File: config.mk
export PLATFORM = sky130hd
export DESIGN_NAME = instruction_loader
export DESIGN_NICKNAME = d
export VERILOG_FILES = /design/src/rtl/instruction_loader.sv
export SDC_FILE = /design/constraint.sdc
export NUM_CORES = 1
export LEC_CHECK = 0
export CORE_MARGIN = 4
export CORE_UTILIZATION = 52
export CTS_BUF_LIST = sky130_fd_sc_hd__clkbuf_4 sky130_fd_sc_hd__clkbuf_8
export DETAILED_ROUTE_END_ITERATION = 6
export HOLD_SLACK_MARGIN = 0.1
export PLACE_DENSITY = 0.81
export SLEW_MARGIN = 20
export SYNTH_ARGS = -nofsm -noshare
export SYNTH_HDL_FRONTEND = slang
export SYNTH_SLANG_ARGS = --single-unit
File: constraint.sdc
create_clock -name clk -period 2.05 [get_ports clk]
set_input_delay 0.205 -clock clk [delete_from_list [all_inputs] [get_ports clk]]
set_output_delay 0.205 -clock clk [all_outputs]
set_load 0.05 [all_outputs]
File: src/rtl/instruction_loader.sv
// Boot loader: assembles 19-bit instruction words from a byte stream and writes them to imem from address 0.
// Optional trailing XOR checksum byte is enabled with the LOADER_CHECKSUM_EN macro.
module instruction_loader #(
  parameter int ADDR_WIDTH  = 12,
  parameter int INSTR_WIDTH = 19
) (
  input  logic                   clk,
  input  logic                   rst,
  input  logic                   in_valid,
  input  logic [7:0]             in_data,
  output logic                   in_ready,
  output logic                   imem_we,
  output logic [ADDR_WIDTH-1:0]  imem_addr,
  output logic [INSTR_WIDTH-1:0] imem_wdata,
  output logic                   core_hold,
  output logic                   done,
  output logic                   error,
  output logic [3:0]             dbg_state
);

  // Handshake: a byte moves on a rising edge where in_valid && in_ready; the
  // source holds in_data stable until then, and the loader never drops or repeats a byte.
  typedef enum logic [3:0] {
    S_HDR_LO, S_HDR_HI, S_B0, S_B1, S_B2, S_WR, S_CHK, S_DONE, S_ERR
  } state_t;

  state_t                 state, state_nx;
  logic [7:0]             count_lo;
  logic [11:0]            words_left;
  logic [ADDR_WIDTH-1:0]  addr;
  logic [INSTR_WIDTH-1:0] word;
  logic                   accept;
  logic [11:0]            hdr_count;
  state_t                 end_state;

`ifdef LOADER_CHECKSUM_EN
  logic [7:0] csum;
  assign end_state = S_CHK;
`else
  assign end_state = S_DONE;
`endif

  assign accept    = in_valid && in_ready;
  assign hdr_count = {in_data[3:0], count_lo};

  always_comb begin
    state_nx = state;
    case (state)
      S_HDR_LO: if (accept) state_nx = S_HDR_HI;
      S_HDR_HI: if (accept) state_nx = (hdr_count == 12'd0) ? end_state : S_B0;
      S_B0:     if (accept) state_nx = S_B1;
      S_B1:     if (accept) state_nx = S_B2;
      // A nonzero pad in the top byte means the stream is malformed; drop the word.
      S_B2:     if (accept) state_nx = (in_data[7:3] != 5'd0) ? S_ERR : S_WR;
      S_WR:     state_nx = (words_left == 12'd1) ? end_state : S_B0;
`ifdef LOADER_CHECKSUM_EN
      S_CHK:    if (accept) state_nx = (in_data == csum) ? S_DONE : S_ERR;
`else
      S_CHK:    state_nx = S_ERR;
`endif
      S_DONE:   state_nx = S_DONE;
      S_ERR:    state_nx = S_ERR;
      default:  state_nx = S_ERR;
    endcase
  end

  always_ff @(posedge clk) begin
    if (rst) begin
      state      <= S_HDR_LO;
      count_lo   <= 8'd0;
      words_left <= 12'd0;
      addr       <= '0;
      word       <= '0;
    end else begin
      state <= state_nx;
      if (accept) begin
        case (state)
          S_HDR_LO: count_lo    <= in_data;
          S_HDR_HI: words_left  <= hdr_count;
          S_B0:     word[7:0]   <= in_data;
          S_B1:     word[15:8]  <= in_data;
          S_B2:     word[18:16] <= in_data[2:0];
          default:  ;
        endcase
      end
      if (state == S_WR) begin
        addr       <= addr + ADDR_WIDTH'(1);
        words_left <= words_left - 12'd1;
      end
    end
  end

`ifdef LOADER_CHECKSUM_EN
  always_ff @(posedge clk) begin
    if (rst)         csum <= 8'd0;
    else if (accept) csum <= csum ^ in_data;
  end
`endif

  assign in_ready  = !rst && (state == S_HDR_LO || state == S_HDR_HI || state == S_B0 ||
                              state == S_B1 || state == S_B2 || state == S_CHK);
  assign imem_we    = (state == S_WR);
  assign imem_addr  = addr;
  assign imem_wdata = word;
  assign done       = (state == S_DONE);
  assign error      = (state == S_ERR);
  assign core_hold  = (state != S_DONE);
  assign dbg_state  = state;

endmodule

# == Yosys cells after proc, flatten, opt, wreduce, memory -nomap -nowiden ==
# Cells that the tools add are included.
# word_totals
regBits,55
input_bits,11
output_inout_bits,40
word_cells,55
# op_classes
add_sub_neg,2
eq_ne,15
n_mux,12
reduce_logical,19
# op_table
op,count
$mux W12,3
$pmux W4 S7,1
$mux W4,6
$eq A4 B3 Y1 const B,4
$add A12 B1 Y12 const B,1
$eq A12 B1 Y1 const B,1
$logic_not A12 Y1,1
$sub A12 B1 Y12 const B,1
$ne A2 B2 Y1 const B,5
$reduce_and A2 Y1,5
$eq A4 B2 Y1 const B,2
$mux W3,2
$logic_or A1 B1 Y1,5
$reduce_and A5 Y1,1
$reduce_bool A5 Y1,1
$eq A4 B1 Y1 const B,1
$eq A4 B4 Y1 const B,1
$logic_not A4 Y1,1
$ne A4 B3 Y1 const B,1
$reduce_bool A2 Y1,2
$logic_and A1 B1 Y1,2
$logic_not A1 Y1,1

# == Depth between registers and ports, before layout ==
# logic_depth
depth_word,10
ltp_mapped,8
ltp_nobuf,6

# == Least setup slack after synthesis ==
# No wires, ideal clock.
# synth_path
path_type,register to output
start,register state[3] (netlist: dbg_state[3])
end,output error
t_arrival_ps,2370
required_ps,1845
path_slack_ps,-525
path_stages_with_launch,3
n_path_buf,0
cell_sequence,dfxtp_1 > inv_1 > nor4_1
# synth_via
elab_chain_cells,1
# synth_rtl
item,line_no,rtl
start: declaration,27,"state_t state, state_nx;"
start signal: assignment,75,state <= state_nx;
$eq A4 B4 Y1,106,assign error = (state == S_ERR);
end: declaration,17,"output logic error,"
# No other way between the ends.

# == Final worst setup path ==
# layout_path
start,register state[0] (netlist: dbg_state[0])
end,output dbg_state[0]
# layout_lines
item,line_no,rtl
end: declaration,18,output logic [3:0] dbg_state
# No word-level cell between the ends.

==> flow_summary.ini <==
[die]
core_um2 = 4720
die_x_um = 77.8
die_h_um = 77.8
start_util_pct = 53.7
rows = 25
io_pins = 51
die-area_um2 = 6060

[layout]
areaGrowthSynthToFinish_pct = 29.4
finish.utilization_pct = 69.5
layout-drive-gt1-share_pct = 12.2
insertedDiodeCount = 0
final_cell_mix = dfxtp_1 (52), clkdlybuf4s50_1 (44), a21oi_1 (34)
fillers = 389
final_common_cell = dfxtp_1
nets = 366

[route]
wl_met2_um = 2850
met1_length_um = 2860
wl_um = 6230
wire_per_inst_um = 14.8
routed.top_layer = met4
wl_met3_um = 454
firstDrtPassIters = 4
drc = 0
vias_per_cell = 5.69
drtAntennaViolNets = 0
drtIter0Drc = 211
via_count = 2388

[setup_path]
arrival_ns = 1.72
crit_buf_inv = 2
crit_path_max_incr_delay_ns = 0.82
worstReg2RegEnd = words_left[9]
critPathSlowestCell = clkdlybuf4s50_1
worstPathCellList = buf_4, clkdlybuf4s50_1
worst_path_dominant_cell_family = buffers and inverters
reg2reg_depth = 4
critPathLaunchType = flip-flop
r2r_slack_ns = 0.19
crit_path_end_kind = primary output
reg2reg_from = words_left[4]
criticalPathCategory = flip-flop to primary output
required_ns = 1.85
cp_max_fo = 12

[synthesis]
synth-seq-cells = 55
synth-async-reset-ratio_pct = 0
yosysTopAreaCell = dfxtp_1
synth_nets = 312
ys_top_cells_by_area = dfxtp_1 (43%), a21oi_1 (6.7%), mux2i_1 (6.3%), nand3_1 (4.7%), nor2_1 (4.4%)
syn_area_per_cell_um2 = 8.51
syn_inst = 298
synth_area_um2 = 2530
yosys.area.top_type_share_pct = 43.4
yosysWarningCount = 0
yosysSeqAreaShare_pct = 43.4
synth_edf_count = 0
synth_cell_type_count = 48
synth-main-ff-cell = dfxtp_1

[clocking]
path_clk_slew_ns = 0.11
clock_path_buffers = 2
cts_buffers = 5
ctsResizeCount = 0
cts_root_buf = clkbuf_8
post_cts_buffers = 0
cts_tree = done
clk_latency_ns = 0.31
numClockSinks = 55
hold_buffers = 0
htreeDepth = 2

[placement]
place_ws_ns = 0.129
dp_hpwl_um = 4440
port_buffers = 50
gp_congestion = 0.928

[power_and_ir_drop]
pwr-share-comb_pct = 11.0
vdd_ir_drop_max_mv = 0.394
swShare_pct = 27.1
pwr_density_cell_nw_per_um2 = 599
seqPwrFrac_pct = 56.6
intPower_w = 0.00143
clock_power_share_pct = 32.4
p_leak_nw = 1.20
p_switching_w = 0.000532

[sta]
layout_min_cycle_time_ns = 1.92
skew_ns = 0.0137
tns_ns = 0
rsz0062_at_grt = false
worst_slew_pin_slew_ns = 0.533
clock.fmax_ghz = 0.520
setup_viol = 0
final_hold_viol_count = 0
final_max_slew_viol_count = 0
period_share_pct = 93.7
setup_slack_ns = 0.129
maxSlewHeadroom_pct = 64.5

[hold_path]
hold_end = dbg_state[1]
worstHoldPathType = primary input to flip-flop
whs_path_depth = 3
hold_path_startpoint = rst

[global_routing]
grt_pass1_vias = 2242
antenna_found_initial = 0
track_usage_pct = 21.4
grt_first_pass_wirelength_um = 10600
grt_max_degree = 54
grt_overflow = 0

[run_status]
status = finished clean

[run]
max_cap_violations = 0
-- cell families (layout without fill, tap and decap cells) --
| logic type | count (synthesis) | count (layout) | share of synthesized area [%] |
|---|---|---|---|
| AND/OR/NAND/NOR | 128 | 128 | 26.5 |
| adder cells (fa/ha/maj) | 3 | 3 | 1.48 |
| XOR/XNOR | 7 | 7 | 2.42 |
| AO/OA/AOI/OAI | 64 | 64 | 15.9 |
| buffers and inverters | 25 | 80 | 3.95 |
| flip-flops | 55 | 55 | 43.4 |
| multiplexers | 16 | 16 | 6.32 |
-- Yosys cell counts (2+ instances only) --
master	number
nand3_1	24
o31ai_1	2
nand2b_1	2
nand3b_1	2
a31oi_1	2
o311ai_0	2
o21ai_0	9
or4_1	2
clkbuf_1	13
dfxtp_1	55
buf_2	5
or3_1	9
inv_1	7
xor2_1	6
a21oi_1	34
mux2i_1	16
o211ai_1	3
nor2_2	2
a2bb2oi_1	3
nor2_1	30
nor4_1	9
ha_1	3
nor3_1	2
or2_2	2
nand4_1	7
nand2_1	24
nor2b_1	2
-- worst min-delay path, cell delays in order --
cell     delay, ns
buf_2         0.14
or2_2         0.17
a21oi_1       0.05
-- registers in the layout (all words and copies together), names as in the netlist --
signal,flops
dbg_state,4
imem_addr,12
imem_wdata,19
words_left,12
count_lo,8
-- power by group through the flow --
stage	logic [W]	clock network, W	registers [W]
5_1_grt	0.000235	0.000700	0.00112
4_1_cts	0.000216	0.000658	0.00111
3_3_place_gp	0.000213	0	0.00114
6_report	0.000216	0.000637	0.00111
3_5_place_dp	0.000215	0	0.00114
2_1_floorplan	0.000112	0	0.00115
-- routing by layer --
layer | track usage (%) | vias to the layer above
met5 | 0 | -
met4 | 6.94 | 0
met3 | 5.45 | 8
met2 | 31.9 | 81
met1 | 30.0 | 1111
li1 | - | 1188
-- layout make-up --
| type | count | area [um^2] | area share [%] |
|---|---|---|---|
| repair buffers | 65 | 621 | 18.9 |
| clock inverters | 3 | 33.8 | 1.03 |
| inverters | 7 | 28.8 | 0.877 |
| clock buffers | 5 | 68.8 | 2.10 |
| multi-input cells | 218 | 1340 | 40.8 |
| well taps | 67 | 83.8 | 2.56 |
| flip-flops and latches | 55 | 1100 | 33.7 |
-- per-stage QoR --
step | total power, W | instance area [um^2] | hold WS [ns] | std cells
3_5_place_dp | 0.00135 | 3180 | 0.446 | 412
6_report | 0.00196 | 3280 | 0.287 | 420
2_1_floorplan | 0.00126 | 2550 | 0.349 | 298
3_3_place_gp | 0.00135 | 3180 | 0.447 | 412
4_1_cts | 0.00199 | 3280 | 0.264 | 420
5_1_grt | 0.00205 | 3280 | 0.280 | 420
-- how the worst max path moves through the flow --
stage                 start            end  slack (ns)  cells after the start
6_report       dbg_state[0]   dbg_state[0]        0.13                      2
3_5_place_dp       in_valid  words_left[9]        0.13                      6
4_1_cts        dbg_state[0]   dbg_state[0]        0.12                      2
5_1_grt        dbg_state[0]   dbg_state[0]        0.08                      2
3_3_place_gp       in_valid  words_left[9]        0.14                      6
2_1_floorplan  dbg_state[0]           done        0.02                      3
No activity file was read; power rests on OpenSTA's default activity.
